<file path="config.mk">
export PLATFORM = sky130hd
export DESIGN_NAME = color_manager_porch_sequencer
export DESIGN_NICKNAME = d
export VERILOG_FILES = /design/src/rtl/color_manager_porch_sequencer.sv
export SDC_FILE = /design/constraint.sdc
export NUM_CORES = 1
export LEC_CHECK = 0
export ABC_CLOCK_PERIOD_IN_PS = 14200
export CORE_UTILIZATION = 50
export DETAILED_ROUTE_END_ITERATION = 10
export PLACE_DENSITY = 0.82
export SETUP_SLACK_MARGIN = 0.5
export SYNTH_ARGS = -nofsm -noshare
export SYNTH_HDL_FRONTEND = slang
export SYNTH_SLANG_ARGS = --single-unit
</file>
<file path="constraint.sdc">
create_clock -name Clk -period 14.2 [get_ports Clk]
set_clock_uncertainty 0.15 [all_clocks]
set_input_delay 3.55 -clock Clk [delete_from_list [all_inputs] [get_ports Clk]]
set_output_delay 3.55 -clock Clk [all_outputs]
set_load 0.005 [all_outputs]
</file>
<file path="src/rtl/color_manager_porch_sequencer.sv">
// Line porch sequencer: walks BACK -> ACTIVE -> FRONT from latched lengths after a Sync edge,
// with optional auto-repeat, mid-line resync and a freeze-on-disable behaviour.
module color_manager_porch_sequencer #(
  parameter int unsigned BACKPORCH_WIDTH  = 8,
  parameter int unsigned FRONTPORCH_WIDTH = 8,
  parameter int unsigned ACTIVE_WIDTH     = 11,
  parameter int unsigned CNT_WIDTH        = 11,
  parameter bit          RESYNC           = 1'b1
) (
  input  logic                        Clk,
  input  logic                        Rst,
  input  logic                        Enable,
  input  logic                        Sync,
  input  logic                        AutoRepeat,
  input  logic [BACKPORCH_WIDTH-1:0]  BackPorch,
  input  logic [ACTIVE_WIDTH-1:0]     ActiveLen,
  input  logic [FRONTPORCH_WIDTH-1:0] FrontPorch,
  output logic [1:0]                  Phase,
  output logic                        Counter_Valid,
  output logic [CNT_WIDTH-1:0]        CounterP,
  output logic                        Line_Done,
  output logic                        Sync_Err
);

  typedef enum logic [1:0] {
    IDLE   = 2'd0,
    BACK   = 2'd1,
    ACTIVE = 2'd2,
    FRONT  = 2'd3
  } phase_t;

  phase_t               state_q, state_d;
  logic [CNT_WIDTH-1:0] cnt_q, cnt_d;
  logic [CNT_WIDTH-1:0] back_q, back_d;
  logic [CNT_WIDTH-1:0] act_q, act_d;
  logic [CNT_WIDTH-1:0] front_q, front_d;
  logic                 prev_q, prev_d;
  logic                 last_q, last_d;
  logic                 valid_q, valid_d;
  logic                 done_q, done_d;
  logic                 err_q, err_d;

  logic [CNT_WIDTH-1:0] in_back, in_act, in_front;
  logic                 sync_edge;
  logic                 do_start;

  assign in_back   = CNT_WIDTH'(BackPorch);
  assign in_act    = CNT_WIDTH'(ActiveLen);
  assign in_front  = CNT_WIDTH'(FrontPorch);
  assign sync_edge = Sync & ~prev_q;

  // Normal starts (idle or last cycle) win over resync; auto-repeat only fires on the last cycle.
  assign do_start = (sync_edge && ((state_q == IDLE) || last_q || RESYNC)) ||
                    (last_q && AutoRepeat);

  function automatic logic [CNT_WIDTH-1:0] len_of(input phase_t ph,
                                                  input logic [CNT_WIDTH-1:0] b,
                                                  input logic [CNT_WIDTH-1:0] a,
                                                  input logic [CNT_WIDTH-1:0] f);
    logic [CNT_WIDTH-1:0] r;
    r = '0;
    case (ph)
      BACK:    r = b;
      ACTIVE:  r = a;
      FRONT:   r = f;
      default: r = '0;
    endcase
    return r;
  endfunction

  // First non-empty phase strictly after ph; IDLE when none remain.
  function automatic phase_t next_nz(input phase_t ph,
                                     input logic [CNT_WIDTH-1:0] b,
                                     input logic [CNT_WIDTH-1:0] a,
                                     input logic [CNT_WIDTH-1:0] f);
    phase_t r;
    r = IDLE;
    if ((ph == IDLE) && (b != '0))
      r = BACK;
    else if (((ph == IDLE) || (ph == BACK)) && (a != '0))
      r = ACTIVE;
    else if ((ph != FRONT) && (f != '0))
      r = FRONT;
    return r;
  endfunction

  function automatic logic is_last(input phase_t ph,
                                   input logic [CNT_WIDTH-1:0] cnt,
                                   input logic [CNT_WIDTH-1:0] b,
                                   input logic [CNT_WIDTH-1:0] a,
                                   input logic [CNT_WIDTH-1:0] f);
    return (ph != IDLE) &&
           (cnt == len_of(ph, b, a, f) - CNT_WIDTH'(1)) &&
           (next_nz(ph, b, a, f) == IDLE);
  endfunction

  // Next-state and registered-output logic.
  always_comb begin
    state_d = state_q;
    cnt_d   = cnt_q;
    back_d  = back_q;
    act_d   = act_q;
    front_d = front_q;
    prev_d  = prev_q;
    last_d  = last_q;
    valid_d = valid_q;
    done_d  = 1'b0;
    err_d   = 1'b0;

    if (Enable) begin
      prev_d = Sync;
      err_d  = sync_edge && (state_q != IDLE) && !last_q;

      if (do_start) begin
        back_d  = in_back;
        act_d   = in_act;
        front_d = in_front;
        state_d = next_nz(IDLE, in_back, in_act, in_front);
        cnt_d   = '0;
        // An all-zero line is complete the moment it starts.
        last_d  = (state_d == IDLE) ||
                  is_last(state_d, '0, in_back, in_act, in_front);
      end else if (last_q) begin
        state_d = IDLE;
        cnt_d   = '0;
        last_d  = 1'b0;
      end else if (state_q != IDLE) begin
        if (cnt_q == len_of(state_q, back_q, act_q, front_q) - CNT_WIDTH'(1)) begin
          state_d = next_nz(state_q, back_q, act_q, front_q);
          cnt_d   = '0;
        end else begin
          cnt_d = cnt_q + CNT_WIDTH'(1);
        end
        last_d = is_last(state_d, cnt_d, back_q, act_q, front_q);
      end

      valid_d = (state_d == ACTIVE);
      done_d  = last_d;
    end
  end

  // State and output registers; previous-Sync resets high so a held Sync is not an edge.
  always_ff @(posedge Clk) begin
    if (!Rst) begin
      state_q <= IDLE;
      cnt_q   <= '0;
      back_q  <= '0;
      act_q   <= '0;
      front_q <= '0;
      prev_q  <= 1'b1;
      last_q  <= 1'b0;
      valid_q <= 1'b0;
      done_q  <= 1'b0;
      err_q   <= 1'b0;
    end else begin
      state_q <= state_d;
      cnt_q   <= cnt_d;
      back_q  <= back_d;
      act_q   <= act_d;
      front_q <= front_d;
      prev_q  <= prev_d;
      last_q  <= last_d;
      valid_q <= valid_d;
      done_q  <= done_d;
      err_q   <= err_d;
    end
  end

  assign Phase         = state_q;
  assign CounterP      = cnt_q;
  assign Counter_Valid = valid_q;
  assign Line_Done     = done_q;
  assign Sync_Err      = err_q;

endmodule

</file>
Word level (Yosys, flattened, before mapping)
Index checks and enable logic that the tools add are counted.

Flip-flop bits (word level): 45. Input bits: 32. Output and inout port bits: 16. Logic and storage cells: 125.

Add/sub/neg operators: 4. Eq/ne operators: 15. Muxes and demuxes: 53. Bitwise logic cells: 2. Reductions and logical operators: 41.

Operator list (number): $mux W11 (18); $pmux W11 S3 (3); $reduce_bool A11 Y1 (6); $mux W2 (29); $sub A11 B1 Y11 const B (3); $eq A11 B11 Y1 (2); $logic_and A1 B1 Y1 (16); $eq A2 B2 Y1 const B (7); $add A11 B1 Y11 const B (1); $logic_not A11 Y1 (1); $logic_not A2 Y1 (5); $eq A2 B1 Y1 const B (3); $ne A2 B2 Y1 const B (3); $reduce_and A2 Y1 (3); $reduce_bool A2 Y1 (3); $logic_or A1 B1 Y1 (5); $mux W1 (3); $reduce_bool A3 Y1 (1); $and A1 B1 Y1 (1); $logic_not A1 Y1 (1); $not A1 Y1 (1).

Longest topological paths before layout
Gate-level depths: netlist (run 1).

Word-level depth: 27. Mapped depth: 25. Depth with buffers taken out: 22.

Worst setup path before layout (run 1)
No wires, ideal clock.

Path type: reg-to-reg. From: register state_q[0] (netlist: Phase[0]). To: register done_q (netlist: Line_Done). Setup time: 0.061 ns. Arrival: 5.455 ns. Required time: 13.989 ns. Setup slack: 8.534 ns. Stages on the path, launching flop included: 22. Buffers on the path: 1. Period minus slack after synthesis: 5.666 ns. Path through: dfxtp_1 > buf_6 > mux2_2 > a22oi_4 > ha_1 > inv_1 > a221oi_4 > and2_1 > a311oi_1 > nor4_1 > nand4b_1 > nor3_4 > nor2_4 > mux2_1 > a22oi_1 > ha_1 > o2111ai_2 > mux2_2 > a211o_1 > a2111o_1 > or4_1 > nand2b_1.

Word-level cells in the longest chain between the ends: 27. Elaborated cells on any way between the ends: 60. Those cells by class: add/sub (2); eq/ne (10); mux (33); reduce/logical (15).

Ends and longest elaborated chain: from (decl) (RTL line 32) `phase_t state_q, state_d;`; from (signal assigned) (RTL line 156) `state_q <= state_d;`; parallel branches: the longest is 24 deep, another holds $sub A11 B1 Y11; $mux W1 (*) (RTL line 127) `end else if (state_q != IDLE) begin`; $mux W1 (*) (RTL line 123) `end else if (last_q) begin`; $mux W1 (*) (RTL line 114) `if (do_start) begin`; to (signal assigned) (RTL line 164) `done_q <= done_d;`; to (decl) (RTL line 40) `logic done_q, done_d;`.

Mark *: on every way between the ends. The select of a mux whose other input is x is not followed. A chain may end at the register's enable or synchronous reset.

Worst setup path after layout (run 1)
Same ends and word-level chain as after synthesis.

==> flow_summary.json, run 1 <==
{
  "tightest_slew_ps": 1054,
  "antenna_left": 0,
  "period_needed_ps": 7258,
  "power.switching_w": 0.00007861,
  "fin_nets": 625,
  "leakage_nw": 1.711,
  "min_path_cells": 2,
  "power_frac_seq_pct": 46.3,
  "wl_per_cell_um": 20.06,
  "synth_warnings": 0,
  "ys.flop_type": "dfxtp_1",
  "track_usage_pct": 33.13,
  "synth_top_area_share_pct": 21.14,
  "clk_path_buf_depth": 2,
  "grt_pass1_vias": 4473,
  "critPathKind": "flop to flop",
  "cts.sinks": 45,
  "switching_share_pct": 27.45,
  "drt_iter0_markers": 434,
  "core_area_mm2": 0.008217,
  "nFillCells": 769,
  "setup_ws_ps": 6942,
  "yosysTopAreaCell": "dfxtp_1",
  "hold_viol_final": 0,
  "holdCritStartpoint": "prev_q",
  "post_drt_via_cell_ratio": 6.695,
  "num_io_pins": 48,
  "timing.rr.start": "Phase[0]",
  "start_kind": "flop",
  "postRouteWirelength_um": 13960,
  "hold_path.class": "flop to flop",
  "ys_seq_elements": 45,
  "internal-power_w": 0.0002078,
  "syn_to_final_growth_pct": 13.15,
  "start_util_pct": 51.87,
  "cts_resized": 0,
  "cellPowerDensity_mw_per_mm2": 59.39,
  "die_h_um": 94.32,
  "grt_max_degree": 47,
  "status": "finished, final reports clean",
  "relSlewSlack_pct": 27.92,
  "firstDrtPassIters": 5,
  "required_ps": 14300,
  "ir_drop_mv": 0.04984,
  "worstHoldEndpoint": "prev_q",
  "synthCells": 569,
  "cts_buffers": 5,
  "antenna_found_initial": 0,
  "via_count": 4660,
  "ys_seq_area_share_pct": 21.14,
  "combPwrFrac_pct": 17.3,
  "setup_violations": 0,
  "syn-num-nets": 604,
  "grt_pass1_wl_um": 22910,
  "cts_setup_buffers": 0,
  "path_max_fanout": 26,
  "synth_edf_count": 0,
  "cts_root_buf": "clkbuf_8",
  "die-area_mm2": 0.008896,
  "yosys-top-cells-area": "dfxtp_1 21%, nand2_1 7.3%, a21boi_0 5.1%, nor2_1 3.6%, xnor2_1 3.5%",
  "clk_pin_slew_ps": 90,
  "drv_slew": 0,
  "clk_latency_ps": 300,
  "antenna_cells": 0,
  "holdWs_ps": 340.9,
  "portBuffers": 47,
  "rsz0062_at_grt": "false",
  "max_cap_violations": 0,
  "cts_tree": "built",
  "clkPwrFrac_pct": 36.4,
  "die-width_um": 94.32,
  "cts_max_level": 2,
  "post-route-drc-count": 0,
  "syn_area_per_cell_um2": 7.490,
  "synth.distinct_cells": 82,
  "drive_above_1_share_pct": 7.276,
  "endpoint_kind": "flop",
  "setup-tns-final_ps": 0,
  "dp_hpwl_um": 10820,
  "synthArstFlopShare_pct": 0,
  "num_rows": 33,
  "r2r_cells": 20,
  "fmax_mhz": 137.8,
  "rrSetupSlack_ps": 6940,
  "gp_congestion": 0.9900,
  "fin_crit_sh_pct": 51.12,
  "overflow": 0,
  "dp_slack_ps": 7092,
  "arrival_ps": 7360,
  "hold_buffers": 0,
  "p_total_w": 0.0002864,
  "timing.rr.end": "Line_Done",
  "synth_area_mm2": 0.004262
}
-- layout by cell type (no fill, tap or decap), drive strengths merged, types with 18 or more instances in the layout --
cell type and count:
nand2 83, clkdlybuf4s50 47, dfxtp 45, nor2 43
o21ai 32, a21boi 29, nor3 23, nand3 21
a21oi 18, a22oi 18
-- registers in the layout, summed over array words and instances (netlist names) --
name	flops
Phase	2
CounterP	11
prev_q	1
Counter_Valid	1
back_q	8
Sync_Err	1
front_q	8
Line_Done	1
last_q	1
act_q	11
-- final cells by class --
type	count	area (µm²)	share of cell area, %
Timing Repair Buffer	50	493.0	10.22
Clock inverter	1	30.03	0.6227
Inverter	7	26.28	0.5449
Clock buffer	7	86.33	1.790
Sequential cell	45	900.9	18.68
Tap cell	105	131.4	2.724
Multi-Input combinational cell	481	3154	65.41
-- routing by layer --
| layer | wire length, µm | track usage (%) | part of all wire, % | vias to the layer above |
|---|---|---|---|---|
| met5 | 0 | 0 | 0 | - |
| met4 | 414 | 11.92 | 3.0 | 0 |
| met3 | 1158 | 6.068 | 8.3 | 37 |
| met2 | 6332 | 53.08 | 45 | 230 |
| met1 | 6054 | 44.19 | 43 | 2222 |
| li1 | - | - | - | 2171 |
-- per-stage QoR --
stage	instance area, µm²	util (%)	instances
global route	4822	58.69	696
global placement	4706	57.27	688
floorplan	4262	-	569
detailed placement	4706	57.27	688
CTS	4822	58.69	696
finish	4822	58.69	696
-- Yosys cell counts, types with 5 or more instances --
cell type	number
nand2b_1	6
a31oi_1	7
clkbuf_1	22
o21ai_0	27
a21oi_1	18
xnor2_1	17
buf_2	6
inv_1	7
a21boi_0	29
nor4_1	10
a22oi_1	10
nand4_1	7
nand2_1	83
dfxtp_1	45
and2_1	12
mux2i_1	9
buf_4	6
nor2_1	41
xor2_1	6
nand3_1	21
mux2_2	12
or3_1	5
o21ai_1	5
nor2b_1	13
a22oi_2	6
and3_1	13
nor3_1	22
-- how the worst max path moves through the flow --
stage	from	to	slack, ps	cells after the start
detailed placement	Phase[0]	Line_Done	7090	19
global placement	Phase[0]	Line_Done	7300	19
global route	Phase[0]	Line_Done	6390	19
finish	Phase[0]	Line_Done	6940	20
CTS	Phase[0]	Line_Done	7050	20
floorplan	Phase[0]	Line_Done	8530	21
-- logic make-up after synthesis --
group,share of synthesized area (%)
simple gates,31.09
compound gates,30.09
flops,21.14
buf+inv,4.844
mux,6.694
xor+xnor,5.255
fa+ha+maj,0.8809
-- critical path, stage by stage, from the launching register on --
cell and delay, ps:
dfxtp_1 870, nor2b_2 770, a22oi_2 240, ha_1 280, inv_1 110, a221oi_4 60
a41oi_1 260, a41oi_1 80, xnor2_1 220, or4_1 740, nor2_8 400, mux2i_1 830
nor2_1 120, a21oi_1 160, ha_1 280, o2111ai_2 200, mux2_2 330, a211o_1 290
a2111o_1 280, or4_1 430, nand2b_1 90
-- power by group through the flow --
stage / combinational (W) / sequential, W / clock [W]
3_3_place_gp: 0.0000479 / 0.000135 / 0
2_1_floorplan: 0.0000325 / 0.000133 / 0
3_5_place_dp: 0.0000486 / 0.000135 / 0
5_1_grt: 0.0000546 / 0.000133 / 0.000111
6_report: 0.0000497 / 0.000133 / 0.000104
4_1_cts: 0.0000488 / 0.000132 / 0.000105
No activity file was read; power rests on OpenSTA's default activity.
==> run 2, diff against run 1 <==
--- a/config.mk
+++ b/config.mk
@@ -5,10 +5,10 @@
 export SDC_FILE = /design/constraint.sdc
 export NUM_CORES = 1
 export LEC_CHECK = 0
-export ABC_CLOCK_PERIOD_IN_PS = 14200
+export ABC_CLOCK_PERIOD_IN_PS = 6340
 export CORE_UTILIZATION = 50
 export DETAILED_ROUTE_END_ITERATION = 10
-export PLACE_DENSITY = 0.82
+export PLACE_DENSITY = 0.85
 export SETUP_SLACK_MARGIN = 0.5
 export SYNTH_ARGS = -nofsm -noshare
 export SYNTH_HDL_FRONTEND = slang
==> constraint.sdc (replaced) <==
create_clock -name Clk -period 6.34 [get_ports Clk]
set_clock_uncertainty 0.15 [all_clocks]
set_input_delay 1.585 -clock Clk [delete_from_list [all_inputs] [get_ports Clk]]
set_output_delay 1.585 -clock Clk [all_outputs]
set_load 0.005 [all_outputs]
==> run 2 against run 1 <==
Critical path depth rose by 3. Clock power rose by 130%. Register-to-register slack got worse by 6200 ps. Combinational power rose to 2.5 times the previous value.
==> flow_summary.json, run 2 (synthesized netlist as in run 1, its figures left out) <==
{
  "path_max_fanout": 7,
  "fmax_mhz": 177.1,
  "required_ps": 6450,
  "hold_path.class": "flop to flop",
  "postRouteWirelength_um": 14680,
  "track_usage_pct": 33.14,
  "startpoint": "Phase[0]",
  "grt_max_degree": 46,
  "dp_hpwl_um": 10770,
  "grt_pass1_wl_um": 23030,
  "post-route-drc-count": 0,
  "portBuffers": 47,
  "start_util_pct": 51.87,
  "period_needed_ps": 5647,
  "internal-power_w": 0.0004622,
  "power.switching_w": 0.0001913,
  "status": "finished, final reports clean",
  "crit_top_cell": "buf_4",
  "setup_violations": 0,
  "seqCellArea_um2": 905.9,
  "die_h_um": 94.32,
  "nFillCells": 695,
  "r2r_cells": 23,
  "antenna_left": 0,
  "cts.sinks": 45,
  "clk_pin_slew_ps": 90,
  "rsz0062_at_grt": "false",
  "relSlewSlack_pct": 37.71,
  "clk_latency_ps": 320,
  "power_frac_seq_pct": 45.1,
  "p_total_w": 0.0006535,
  "antenna_cells": 0,
  "holdWs_ps": 337.1,
  "clk_path_buf_depth": 2,
  "placed_cells": 701,
  "rrSetupSlack_ps": 690,
  "cp_cell_sequence": "buf_4, nor2b_4, a22oi_2, ha_4, inv_1, a221oi_4, buf_4, xnor2_1, a41oi_2, or4_4, nor3_4, nor2_4, buf_4, mux2i_1, nor2_1, a21oi_2, ha_4, o2111ai_2, mux2_2, a211o_1, a2111o_1, or4_1, nand2b_1",
  "via_count": 4963,
  "fin_crit_sh_pct": 89.08,
  "gp_congestion": 1.026,
  "antenna_found_initial": 0,
  "start_kind": "flop",
  "tightest_slew_ps": 921.8,
  "drv_slew": 0,
  "drive_above_1_share_pct": 14.49,
  "switching_share_pct": 29.27,
  "cellPowerDensity_mw_per_mm2": 126.7,
  "final_common_cell": "nand2_1",
  "timing.rr.start": "Phase[0]",
  "multi_input_area_mm2": 0.003264,
  "final_cell_mix": "83 x nand2_1, 47 x clkdlybuf4s50_1, 43 x dfxtp_1",
  "holdCritStartpoint": "prev_q",
  "timing.rr.end": "Line_Done",
  "wl_per_cell_um": 20.22,
  "hold_buffers": 0,
  "die-width_um": 94.32,
  "cts_buffers": 5,
  "post_drt_via_cell_ratio": 6.836,
  "critPathKind": "flop to flop",
  "combPwrFrac_pct": 19.1,
  "num_rows": 33,
  "die-area_mm2": 0.008896,
  "setup-tns-final_ps": 0,
  "cts_max_level": 2,
  "arrival_ps": 5750,
  "leakage_nw": 1.862,
  "endpoint_kind": "flop",
  "drt_iter0_markers": 544,
  "syn_to_final_growth_pct": 21.02,
  "clkPwrFrac_pct": 35.8,
  "core_area_mm2": 0.008217,
  "ir_drop_mv": 0.1178,
  "post-route-util_pct": 62.77,
  "worstHoldEndpoint": "prev_q",
  "cts_tree": "built",
  "overflow": 0,
  "instances_no_fill": 726,
  "hold_viol_final": 0,
  "cts_root_buf": "clkbuf_8",
  "fin_nets": 655,
  "cp_slowest_cell": "or4_4",
  "critPathMaxStageDelay_ps": 660,
  "max_cap_violations": 0,
  "min_path_cells": 2,
  "firstDrtPassIters": 6,
  "num_io_pins": 48,
  "grt_pass1_vias": 4544
}
==> run 2: what timing repair did <==
| item | CTS | global route |
|---|---|---|
| pin swaps | 5 | 9 |
| buffers inserted | 5 | 11 |
| setup endpoints to repair | 2 | 2 |
| gates resized for setup | 5 | 17 |
| cloned | 1 | 0 |
==> run 2: power by group through the flow <==
stage,Sequential [W],Combinational (W),Clock [W]
floorplan,0.000297,0.0000728,0
global placement,0.000301,0.000116,0
detailed placement,0.000301,0.000118,0
CTS,0.000294,0.000119,0.000235
global route,0.000295,0.000133,0.000246
finish,0.000295,0.000125,0.000234
==> run 2: critical path, delay by kind of cell (launching register included) <==
| kind | cells | cell delay (ps) |
|---|---|---|
| compound gates | 7 | 1680 |
| fa+ha+maj | 2 | 400 |
| flops | 1 | 380 |
| simple gates | 7 | 1770 |
| buf+inv | 4 | 560 |
| xor+xnor | 1 | 130 |
| mux | 2 | 510 |
==> run 2: per-stage QoR <==
step	setup WS, ps	area, µm²
final	692.6	5157
after global routing	486.8	5157
after CTS	513.3	4994
after detailed placement	144.5	4803
after global placement	345.7	4803
after floorplan	674.4	4262
==> run 2: cell type report <==
class,instances,area share (%)
multi-input cells,482,63.29
flip-flops and latches,45,17.56
repair buffers,79,13.78
well taps,105,2.547
clock buffers,5,1.334
clock inverters,3,0.9704
inverters,7,0.5095
==> run 2: layer usage <==
layer | GRT usage, % | routed length, µm | vias to the layer above
met5 | 0 | 0 | -
met4 | 12.69 | 600 | 0
met3 | 6.472 | 1678 | 78
met2 | 51.21 | 6471 | 405
met1 | 45.13 | 5927 | 2263
li1 | - | - | 2217
==> run 2: worst max-delay path by stage <==
| stage | to | slack, ps | depth (start not counted) |
|---|---|---|---|
| finish | Line_Done | 690 | 23 |
| floorplan | Line_Done | 670 | 21 |
| CTS | Line_Done | 510 | 20 |
| global route | Line_Done | 490 | 21 |
| global placement | Line_Done | 350 | 20 |
| detailed placement | Line_Done | 140 | 20 |
==> run 3, diff against run 2 <==
--- a/config.mk
+++ b/config.mk
@@ -8,6 +8,7 @@
 export ABC_CLOCK_PERIOD_IN_PS = 6340
 export CORE_UTILIZATION = 50
 export DETAILED_ROUTE_END_ITERATION = 10
+export MAX_ROUTING_LAYER = met4
 export PLACE_DENSITY = 0.85
 export SETUP_SLACK_MARGIN = 0.5
 export SYNTH_ARGS = -nofsm -noshare
==> run 3 against run 2 <==
Register-to-register slack worse by 20 ps. Wire length down 0.38%. Critical path type unchanged. Clock power down 17%. Critical endpoint unchanged.
==> flow_summary.json, run 3 (synthesized netlist as in run 1, its figures left out) <==
{
  "clk_pin_slew_ps": 110,
  "hold_path.class": "flop to flop",
  "cts_max_level": 2,
  "endpoint_kind": "flop",
  "drt_iter0_markers": 523,
  "gp_congestion": 1.026,
  "grt_pass1_vias": 4371,
  "setup_ws_ps": 672.0,
  "rsz0062_at_grt": "false",
  "via_count": 4801,
  "cts_root_buf": "clkbuf_8",
  "num_io_pins": 48,
  "antenna_left": 0,
  "holdWs_ps": 344.7,
  "cp_cell_sequence": "buf_4, nor2b_4, a22oi_4, ha_2, inv_1, a221oi_4, a41oi_1, a41oi_2, xnor2_2, or4_4, nor2_8, mux2_2, a22oi_2, ha_2, xor2_1, nor4_1, nand4_1, a211o_1, a2111o_1, or4_1, nand2b_1",
  "cts.sinks": 45,
  "fmax_mhz": 176.4,
  "cts_buffers": 5,
  "clk_path_buf_depth": 2,
  "overflow": 0,
  "p_total_w": 0.0006148,
  "wl_per_cell_um": 20.34,
  "power_frac_seq_pct": 47.9,
  "clkPwrFrac_pct": 31.6,
  "placed_area_mm2": 0.004818,
  "drive_above_1_share_pct": 13.36,
  "post_drt_via_cell_ratio": 6.677,
  "ir_drop_mv": 0.1105,
  "die-area_mm2": 0.008896,
  "firstDrtPassIters": 7,
  "setup-tns-final_ps": 0,
  "required_ps": 6440,
  "core_area_mm2": 0.008217,
  "syn_to_final_growth_pct": 18.85,
  "tightest_slew_ps": 930.1,
  "start_util_pct": 51.87,
  "dp_hpwl_um": 11160,
  "arrival_ps": 5770,
  "grt_max_degree": 46,
  "start_kind": "flop",
  "period_needed_ps": 5668,
  "leakage_nw": 1.813,
  "power.switching_w": 0.0001930,
  "die-width_um": 94.32,
  "combPwrFrac_pct": 20.5,
  "postRouteWirelength_um": 14620,
  "post-route-drc-count": 0,
  "fin_nets": 648,
  "fin_crit_sh_pct": 89.40,
  "cts_tree": "built",
  "finalInstanceArea_mm2": 0.005065,
  "hold_viol_final": 0,
  "cellPowerDensity_mw_per_mm2": 121.4,
  "die_h_um": 94.32,
  "final_cell_mix": "83 x nand2_1, 47 x clkdlybuf4s50_1, 43 x dfxtp_1",
  "critPathMaxStageDelay_ps": 520,
  "portBuffers": 47,
  "path_max_fanout": 8,
  "dp_slack_ps": 111.2,
  "crit_top_cell": "ha_2",
  "antenna_found_initial": 0,
  "num_rows": 33,
  "final_common_cell": "nand2_1",
  "status": "finished, final reports clean",
  "relSlewSlack_pct": 37.99,
  "drv_slew": 0,
  "critPathKind": "flop to flop",
  "switching_share_pct": 31.39,
  "grt_pass1_wl_um": 22770,
  "max_cap_violations": 0,
  "clk_latency_ps": 320,
  "internal-power_w": 0.0004218,
  "cp_slowest_cell": "or4_4",
  "antenna_cells": 0,
  "track_usage_pct": 34.44,
  "setup_violations": 0
}
[run 3: cell count changes in the layout (fill, tap and decap cells not counted), moves of 2 or more]
cell and delta:
buf_4 -7, nor4_2 -2, ha_4 -2, ha_2 +2
[run 3: final cells by class]
type                            instances  area (µm²)
Multi-Input combinational cell        481        3241
Fill cell                             732        3152
Sequential cell                        45       903.4
Timing Repair Buffer                   73       669.4
Tap cell                              105       131.4
Clock buffer                            5       68.82
Inverter                                7       26.28
Clock inverter                          3       25.02
[run 3: worst paths after layout]
path	startpoint	to	slack, ps	cells past startpoint
setup / recovery	Phase[0]	Line_Done	670	21
hold / removal	prev_q	prev_q	340	2
setup reg to reg	Phase[0]	Line_Done	670	21
hold reg to reg	prev_q	prev_q	340	2
[run 3: through the flow]
step,instances,util [%]
after CTS,716,60.61
after global placement,703,58.64
after detailed placement,703,58.64
after floorplan,569,-
final,719,61.64
after global routing,719,61.64
[run 3: power groups by stage]
stage	logic (W)	clock network (W)	registers (W)
floorplan	0.0000728	0	0.000297
CTS	0.000120	0.000197	0.000294
global route	0.000135	0.000208	0.000295
global placement	0.000118	0	0.000301
finish	0.000126	0.000194	0.000295
detailed placement	0.000119	0	0.000301
[run 3: layer usage]
metal | up-vias | GRT usage (%) | part of all wire (%)
li1 | 2204 | - | -
met1 | 2238 | 45.02 | 41
met2 | 316 | 51.45 | 44
met3 | 43 | 9.304 | 12
met4 | 0 | 10.51 | 2.2
met5 | - | - | 0
[run 3: timing repair]
action / in CTS / in global routing
setup endpoints to repair: 2 / 2
hold buffers: 0 / 0
resized for setup: 7 / 14
pin swaps: 4 / 4
setup buffers: 5 / 3
[run 3: worst max-delay path: cells and delay by family, from the launching register on]
family,cells,cell delay (ps)
adder cells (fa/ha/maj),2,580
multiplexers,1,450
AND/OR/NAND/NOR,7,1720
flip-flops,1,370
AO/OA/AOI/OAI,7,1750
XOR/XNOR,2,320
buffers and inverters,2,260
